File: config.mk
export PLATFORM = sky130hd
export DESIGN_NAME = pipe_stage_reg
export DESIGN_NICKNAME = d
export VERILOG_FILES = /design/src/rtl/pipe_stage_reg.sv
export SDC_FILE = /design/constraint.sdc
export NUM_CORES = 1
export LEC_CHECK = 0
export CAP_MARGIN = 30
export CORE_MARGIN = 8
export CORE_UTILIZATION = 45
export CTS_CLUSTER_DIAMETER = 40
export CTS_CLUSTER_SIZE = 16
export DETAILED_ROUTE_END_ITERATION = 10
export GPL_TIMING_DRIVEN = 0
export PLACE_DENSITY = 0.77
export SLEW_MARGIN = 30
export SYNTH_ARGS = -nofsm -noshare
export SYNTH_HDL_FRONTEND = slang
export SYNTH_SLANG_ARGS = --single-unit
File: constraint.sdc
create_clock -name clk -period 1.7 [get_ports clk]
set_clock_uncertainty 0.1 [all_clocks]
set_input_delay 0.34 -clock clk [delete_from_list [all_inputs] [get_ports clk]]
set_output_delay 0.34 -clock clk [all_outputs]
set_load 0.005 [all_outputs]
File: src/rtl/pipe_stage_reg.sv
`default_nettype none
// +--------------------------------------------------------------------------+
// | pipe_stage_reg : valid/ready pipeline register, single entry or skid x2  |
// | Rev 1.0                                                                  |
// +--------------------------------------------------------------------------+
module pipe_stage_reg #(
  parameter int          WIDTH    = 32,
  parameter int          LANES    = 4,
  parameter int          CTRL_W   = 4,
  parameter logic [31:0] PC_RESET = 32'h0000_3000,
  parameter int          SKID     = 1
) (
  input  logic                    clk,
  input  logic                    reset,
  input  logic                    in_valid,
  output logic                    in_ready,
  input  logic [LANES*WIDTH-1:0]  in_data,
  input  logic [CTRL_W-1:0]       in_ctrl,
  input  logic [31:0]             in_pc,
  input  logic                    stall,
  input  logic                    flush,
  output logic                    out_valid,
  input  logic                    out_ready,
  output logic [LANES*WIDTH-1:0]  out_data,
  output logic [CTRL_W-1:0]       out_ctrl,
  output logic [31:0]             out_pc,
  output logic [1:0]              occupancy
);
  localparam int c_DW = LANES * WIDTH;

  // Encoding doubles as the held-word count; FULL of the single-entry build is c_ONE.
  localparam logic [1:0] c_EMPTY = 2'd0;
  localparam logic [1:0] c_ONE   = 2'd1;
  localparam logic [1:0] c_TWO   = 2'd2;

  logic [1:0]        r_state;
  logic [1:0]        w_next_state;
  logic              w_valid;
  logic              w_accept;
  logic              w_dequeue;
  logic              w_load_main;
  logic              w_load_skid;
  logic              w_main_from_skid;
  logic [c_DW-1:0]   r_main_data;
  logic [CTRL_W-1:0] r_main_ctrl;
  logic [31:0]       r_main_pc;
  logic [c_DW-1:0]   w_skid_data;
  logic [CTRL_W-1:0] w_skid_ctrl;
  logic [31:0]       w_skid_pc;

  assign w_valid          = (r_state != c_EMPTY);
  assign w_accept         = in_valid && in_ready && !stall && !flush;
  assign w_dequeue        = w_valid && out_ready && !stall && !flush;
  assign w_load_main      = w_accept && ((r_state == c_EMPTY) || w_dequeue);
  assign w_load_skid      = w_accept && (r_state == c_ONE) && !w_dequeue;
  assign w_main_from_skid = (r_state == c_TWO) && w_dequeue;

  always_ff @(posedge clk) begin
    if (!reset) begin
      r_state <= c_EMPTY;
    end else begin
      r_state <= w_next_state;
    end
  end

  always_comb begin
    w_next_state = r_state;
    if (flush) begin
      w_next_state = c_EMPTY;
    end else begin
      case (r_state)
        c_EMPTY: if (w_accept) w_next_state = c_ONE;
        c_ONE: begin
          if (w_accept && !w_dequeue)      w_next_state = (SKID != 0) ? c_TWO : c_ONE;
          else if (!w_accept && w_dequeue) w_next_state = c_EMPTY;
        end
        c_TWO:   if (w_dequeue) w_next_state = c_ONE;
        default: w_next_state = c_EMPTY;
      endcase
    end
  end

  always_comb begin
    out_valid = w_valid;
    occupancy = r_state;
    out_data  = '0;
    out_ctrl  = '0;
    out_pc    = PC_RESET;
    if (w_valid) begin
      out_data = r_main_data;
      out_ctrl = r_main_ctrl;
      out_pc   = r_main_pc;
    end
  end

  always_ff @(posedge clk) begin
    if (!reset) begin
      r_main_data <= '0;
      r_main_ctrl <= '0;
      r_main_pc   <= PC_RESET;
    end else if (w_main_from_skid) begin
      r_main_data <= w_skid_data;
      r_main_ctrl <= w_skid_ctrl;
      r_main_pc   <= w_skid_pc;
    end else if (w_load_main) begin
      r_main_data <= in_data;
      r_main_ctrl <= in_ctrl;
      r_main_pc   <= in_pc;
    end
  end

  generate
    if (SKID != 0) begin : g_skid
      logic [c_DW-1:0]   r_skid_data;
      logic [CTRL_W-1:0] r_skid_ctrl;
      logic [31:0]       r_skid_pc;
      logic              r_in_ready;

      always_ff @(posedge clk) begin
        if (!reset) begin
          r_skid_data <= '0;
          r_skid_ctrl <= '0;
          r_skid_pc   <= PC_RESET;
          r_in_ready  <= 1'b1;
        end else begin
          if (w_load_skid) begin
            r_skid_data <= in_data;
            r_skid_ctrl <= in_ctrl;
            r_skid_pc   <= in_pc;
          end
          r_in_ready <= (w_next_state != c_TWO);
        end
      end

      assign w_skid_data = r_skid_data;
      assign w_skid_ctrl = r_skid_ctrl;
      assign w_skid_pc   = r_skid_pc;
      assign in_ready    = r_in_ready && !stall && reset;
    end else begin : g_single
      assign w_skid_data = '0;
      assign w_skid_ctrl = '0;
      assign w_skid_pc   = '0;
      // Full stage may take a word only on the edge that also drains it.
      assign in_ready    = (!w_valid || out_ready) && !stall && reset;
    end
  endgenerate

endmodule
`default_nettype wire
==> results.json, run 1 <==
{
  "status": "complete, but fails checks",
  "violations": "setup timing",
  "critical_path_class": "reg2out",
  "setup_slack_ps": -621,
  "synth_seq_cells": 331,
  "hold_viol": 0,
  "final_cell_mix": "544 x nand2_1, 329 x dfxtp_1, 167 x clkdlybuf4s50_1, 162 x buf_6, 159 x o21ai_1",
  "ys_seq_area_share_pct": 47.7,
  "post-route-drc-count": 0,
  "ir_drop_v": 0.000743,
  "synth.cell_area_mm2": 0.0139,
  "routed_wl_um": 67400,
  "clock_sinks": 331,
  "cts_tree": "done",
  "drt_pass1_iterations": 8,
  "via_per_inst": 6.11,
  "fmax_mhz": 431,
  "end_kind": "output pin",
  "nNetsFinal": 2506,
  "syn_to_final_growth_pct": 78.7,
  "grt_pass1_wl_um": 85500,
  "cp.arrival_ps": 1880,
  "min_period_over_period_pct": 137,
  "fillers": 1609,
  "ios": 338,
  "yosys_warnings": 0,
  "grt_max_degree": 16,
  "placed_cell_area_mm2": 0.0177,
  "clk_latency_ps": 540,
  "initial_core_util_pct": 45.5,
  "track_usage_pct": 28.8,
  "final_common_cell": "nand2_1",
  "die_width_um": 192,
  "drive_above_1_share_pct": 36.5,
  "drtIter0Drc": 1734,
  "power.leakage_nw": 9.17,
  "swShare_pct": 25.4,
  "fin_cells": 2772,
  "p_per_area_mw_per_mm2": 758,
  "routedWlPerCell_um": 24.3,
  "gp_congestion": 0.866,
  "dp_hpwl_um": 34200,
  "htree_levels": 2,
  "cp_cell_sequence": "nor2_4 > inv_6 > clkbuf_16 > buf_12 > clkbuf_8 > and2_4 > buf_6",
  "setup_viol": 472,
  "finalMaxSlewViolations": 0,
  "synthCells": 1840,
  "cts_inserted_buffers": 42,
  "synth_cell_type_count": 31,
  "die_area_mm2": 0.0367,
  "design.core.area_mm2": 0.0305,
  "total_power_w": 0.0188,
  "crit_path_max_fanout": 7,
  "grt-ovfl-total": 0,
  "clockPowerShare_pct": 49.8,
  "power.internal_w": 0.0140,
  "synth_top_area_share_pct": 47.7,
  "synth_top_area_cell": "dfxtp_1",
  "slew_headroom_pct": 30.8,
  "clk_pin_slew_ps": 60,
  "tightest_slew_ps": 1040,
  "crit_path_top_delay_cell": "dfxtp_4",
  "net-switching-power_w": 0.00477,
  "chipHeight_um": 192,
  "root_buffer": "clkbuf_16",
  "ant_nets": 0,
  "final_util_pct": 81.4,
  "grt_pass1_vias": 15700,
  "ys_top_cells_by_area": "dfxtp_1 48%, nand2_1 15%, o21ai_0 8.1%",
  "row_count": 64,
  "hp-class": "in2reg",
  "dp.cells": 2572,
  "cp_data_required_time_ps": 1260,
  "fin_area_mm2": 0.0248,
  "setup-tns-final_ps": -151410,
  "cpPeakStageDelay_ps": 360,
  "io_buffers": 336,
  "maxCapViolations": 0,
  "min_period_ps": 2320,
  "via_count": 16900,
  "p_comb_share_pct": 8.2,
  "p_seq_share_pct": 42.0,
  "ctsLongestPathBuffers": 3,
  "antenna_found_initial": 5,
  "rsz0062_at_grt": "yes",
  "synth_nets": 2010,
  "startpoint_type": "flop",
  "syn_area_per_cell_um2": 7.55
}
-- path summary, 6_finish.rpt --
check                                       from                                  end  slack [ps]  cells past startpoint
max                      occupancy[1]$_SDFF_PN0_                         out_data[42]        -620                      7
min                                        reset              occupancy[1]$_SDFF_PN0_         180                      3
max reg2reg              occupancy[0]$_SDFF_PN0_         r_main_data[56]$_SDFFE_PN0P_        -460                      9
min reg2reg  g_skid.r_skid_data[37]$_SDFFE_PN0P_  g_skid.r_skid_data[37]$_SDFFE_PN0P_         350                      2
-- cells by family after synthesis --
family | count (synthesis) | share of synthesized area, %
buffers and inverters | 177 | 5.90
DFF | 331 | 47.7
muxes | 3 | 0.225
and+or+nand+nor | 831 | 26.5
AOI/OAI and AO/OA | 498 | 19.7
-- routing by layer --
metal | vias to the layer above | track usage (%) | part of all wire [%]
met4 | 2 | 14.1 | 6.6
met2 | 1251 | 48.0 | 48
li1 | 7260 | - | -
met3 | 355 | 5.86 | 10
met1 | 8074 | 35.0 | 35
met5 | - | 0 | 0.016
-- area by class of cell --
| class | instances | area, um^2 | share of cell area [%] |
|---|---|---|---|
| antenna | 8 | 20.0 | 0.0806 |
| buffer | 165 | 1860 | 7.51 |
| clock buffer | 49 | 1130 | 4.54 |
| clock inverter | 27 | 329 | 1.33 |
| inverter | 3 | 16.3 | 0.0655 |
| multi-input combinational | 1332 | 9010 | 36.3 |
| sequential | 331 | 6630 | 26.7 |
| tap | 396 | 495 | 2.00 |
| timing repair buffer | 461 | 5330 | 21.5 |
-- state kept, by name, summed over array words and instances (netlist names) --
name,cells
occupancy,2
g_skid.r_skid_pc,32
r_main_pc,32
g_skid.r_in_ready,1
r_main_ctrl,4
g_skid.r_skid_ctrl,4
r_main_data,128
g_skid.r_skid_data,128
-- what timing repair did --
| item | 4_1_cts | 5_1_grt |
|---|---|---|
| gates cloned | 46 | 17 |
| resized for setup | 1382 | 469 |
| pin swaps | 129 | 20 |
| setup buffers | 44 | 27 |
| hold buffers | 0 | 0 |
| setup endpoints to repair | 496 | 494 |
-- metrics by stage --
| stage | setup slack, ps | hold WS [ps] |
|---|---|---|
| after global placement | -1470 | 332 |
| final | -621 | 177 |
| after floorplan | -1.54 | 325 |
| after global routing | -668 | 215 |
| after detailed placement | -1140 | 337 |
| after CTS | -599 | 99.4 |
-- power groups by stage --
stage	clock, W	sequential [W]	combinational (W)
after detailed placement	0	0.00806	0.00105
after CTS	0.00923	0.00790	0.00121
final	0.00937	0.00791	0.00154
after global placement	0	0.00806	0.00105
after global routing	0.00969	0.00791	0.00159
after floorplan	0	0.00804	0.000408
-- worst max-delay path, delay by kind of cell, from the launching register on --
kind | cells | cell delay, ps
buffers and inverters | 5 | 680
flip-flops | 1 | 360
AND/OR/NAND/NOR | 2 | 290
-- Yosys cell counts, drive strengths merged --
cell / count
a211o: 2
a211oi: 1
a31oi: 162
and2: 162
and3b: 1
and4: 1
and4bb: 1
buf: 56
clkbuf: 118
dfxtp: 331
inv: 3
mux2: 1
mux2i: 2
nand2: 565
nand2b: 3
nand3: 91
nand3b: 1
nor2: 3
nor2b: 2
o211a: 1
o211ai: 1
o21ai: 328
o221a: 2
o31ai: 1
or3: 1
Note: power is estimated with default switching activity, not from simulation.
==> inputs of run 2 (changes only) <==
Settings changed: CORE_UTILIZATION 45 to 57, DONT_BUFFER_PORTS from default to 1, PLACE_DENSITY 0.77 to 0.75.
==> run 2 against run 1 <==
The run still ends with setup timing left. Critical endpoint is now out_data[28]. Via count is 7.7% lower. Setup slack improved by 140 ps. Hold slack worse by 110 ps. Largest power group unchanged. Total power decreased by 3.0%. Critical path depth down 2. Sequential share of layout area rose by 6.3 points.
==> results.json, run 2 (synthesis results as in run 1) <==
{
  "hold_viol": 0,
  "rsz0062_at_grt": "yes",
  "syn_to_final_growth_pct": 44.7,
  "violations": "setup timing",
  "track_usage_pct": 33.1,
  "p_per_area_mw_per_mm2": 909,
  "htree_levels": 2,
  "tightest_slew_ps": 894,
  "ctsLongestPathBuffers": 3,
  "drt_pass1_iterations": 6,
  "io_buffers": 0,
  "initial_core_util_pct": 57.6,
  "end_kind": "output pin",
  "via_count": 15600,
  "antenna_found_initial": 6,
  "reg_top3": "g_skid.r_skid_data x128, r_main_data x128",
  "routed_wl_um": 56900,
  "maxCapViolations": 0,
  "grt-ovfl-total": 0,
  "cp_data_required_time_ps": 1260,
  "grt_pass1_vias": 14600,
  "crit_path_top_delay_cell": "dfxtp_4",
  "ant_nets": 0,
  "row_count": 57,
  "slew_headroom_pct": 40.4,
  "fmax_mhz": 459,
  "cts_inserted_buffers": 42,
  "cp_cell_sequence": "nor2_4 > inv_4 > clkbuf_16 > clkbuf_8 > and2_1",
  "cp.arrival_ps": 1740,
  "routedWlPerCell_um": 23.0,
  "die_width_um": 172,
  "clk_latency_ps": 530,
  "final_util_pct": 83.3,
  "fillers": 1309,
  "finalMaxSlewViolations": 0,
  "grt_pass1_wl_um": 78600,
  "power.leakage_nw": 7.36,
  "cp.buffers_inverters": 3,
  "root_buffer": "clkbuf_16",
  "cts_tree": "done",
  "drtIter0Drc": 2130,
  "clock_sinks": 331,
  "placed_cell_area_mm2": 0.0143,
  "drive_above_1_share_pct": 25.1,
  "chipHeight_um": 172,
  "crit_path_max_fanout": 10,
  "min_period_ps": 2180,
  "nNetsFinal": 2276,
  "setup_slack_ps": -477,
  "via_per_inst": 6.32,
  "critical_path_class": "reg2out",
  "hp-class": "in2reg",
  "die_area_mm2": 0.0296,
  "design.core.area_mm2": 0.0241,
  "ir_drop_v": 0.00108,
  "startpoint_type": "flop",
  "final_cell_mix": "433 x nand2_1, 329 x dfxtp_1, 166 x dlygate4sd3_1, 154 x o21ai_1, 152 x o21ai_0",
  "clk_pin_slew_ps": 60,
  "post-route-drc-count": 0,
  "gp_congestion": 0.899,
  "worst_path_dominant_cell_family": "buffers and inverters",
  "cpPeakStageDelay_ps": 390,
  "grt_max_degree": 14,
  "dp_hpwl_um": 30600,
  "fin_area_mm2": 0.0201,
  "setup_viol": 410,
  "status": "complete, but fails checks",
  "min_period_over_period_pct": 128,
  "final_common_cell": "nand2_1",
  "ios": 338
}
## run 2: layout make-up
type	count	area, um^2	area share [%]
timing repair buffer	224	2690	13.4
antenna	9	22.5	0.112
inverter	3	13.8	0.0685
sequential	331	6630	33.0
clock buffer	52	1190	5.93
multi-input combinational	1332	7400	36.8
tap	324	405	2.02
clock inverter	25	228	1.13
buffer	172	1510	7.53
## run 2: power by group
part | switching, W | internal (W) | total (W)
logic | 0.000725 | 0.000630 | 0.00135
clock network | 0.00365 | 0.00535 | 0.00900
registers | 0.0000624 | 0.00784 | 0.00791
total | 0.00444 | 0.0138 | 0.0183
## run 2: routing by layer
layer	track usage [%]	wire (um)	part of all wire, %
met1	39.3	20100	35
met2	54.7	26800	47
met3	8.68	6590	12
met4	16.6	3430	6.0
met5	0	13	0.023
## run 2: worst paths after layout
kind                                        from                             endpoint  slack (ps)  depth (start not counted)
min                                    in_pc[13]           r_main_pc[13]$_SDFFE_PN1P_          60                          3
max                      occupancy[0]$_SDFF_PN0_                         out_data[28]        -480                          5
max reg2reg              occupancy[1]$_SDFF_PN0_         r_main_data[51]$_SDFFE_PN0P_        -330                         10
min reg2reg  g_skid.r_skid_data[97]$_SDFFE_PN0P_  g_skid.r_skid_data[97]$_SDFFE_PN0P_         350                          2
## run 2: worst register-to-register path, delay by kind of cell (launching register included)
family,cells,cell delay [ps]
AO/OA/AOI/OAI,2,400
buffers and inverters,6,860
flip-flops,1,430
AND/OR/NAND/NOR,2,180
## run 2: what timing repair did
item / in CTS / in global routing
buffers inserted: 11 / 13
hold endpoints to repair: 329 / 0
cloned: 21 / 15
hold buffers: 166 / 0
pin swaps: 61 / 114
resized for setup: 268 / 455
setup endpoints to repair: 493 / 493
## run 2: metrics by stage
stage               hold slack [ps]  instances  TNS [ps]  worst slack, ps  total power (W)
CTS                            40.9       2438   -117970             -420           0.0179
floorplan                       325       1840     -15.4            -1.54          0.00845
global placement                332       2164   -241490            -1130          0.00861
global route                   76.4       2468   -127990             -515           0.0187
finish                         62.1       2472   -108560             -477           0.0183
detailed placement              336       2164   -214230             -718          0.00863
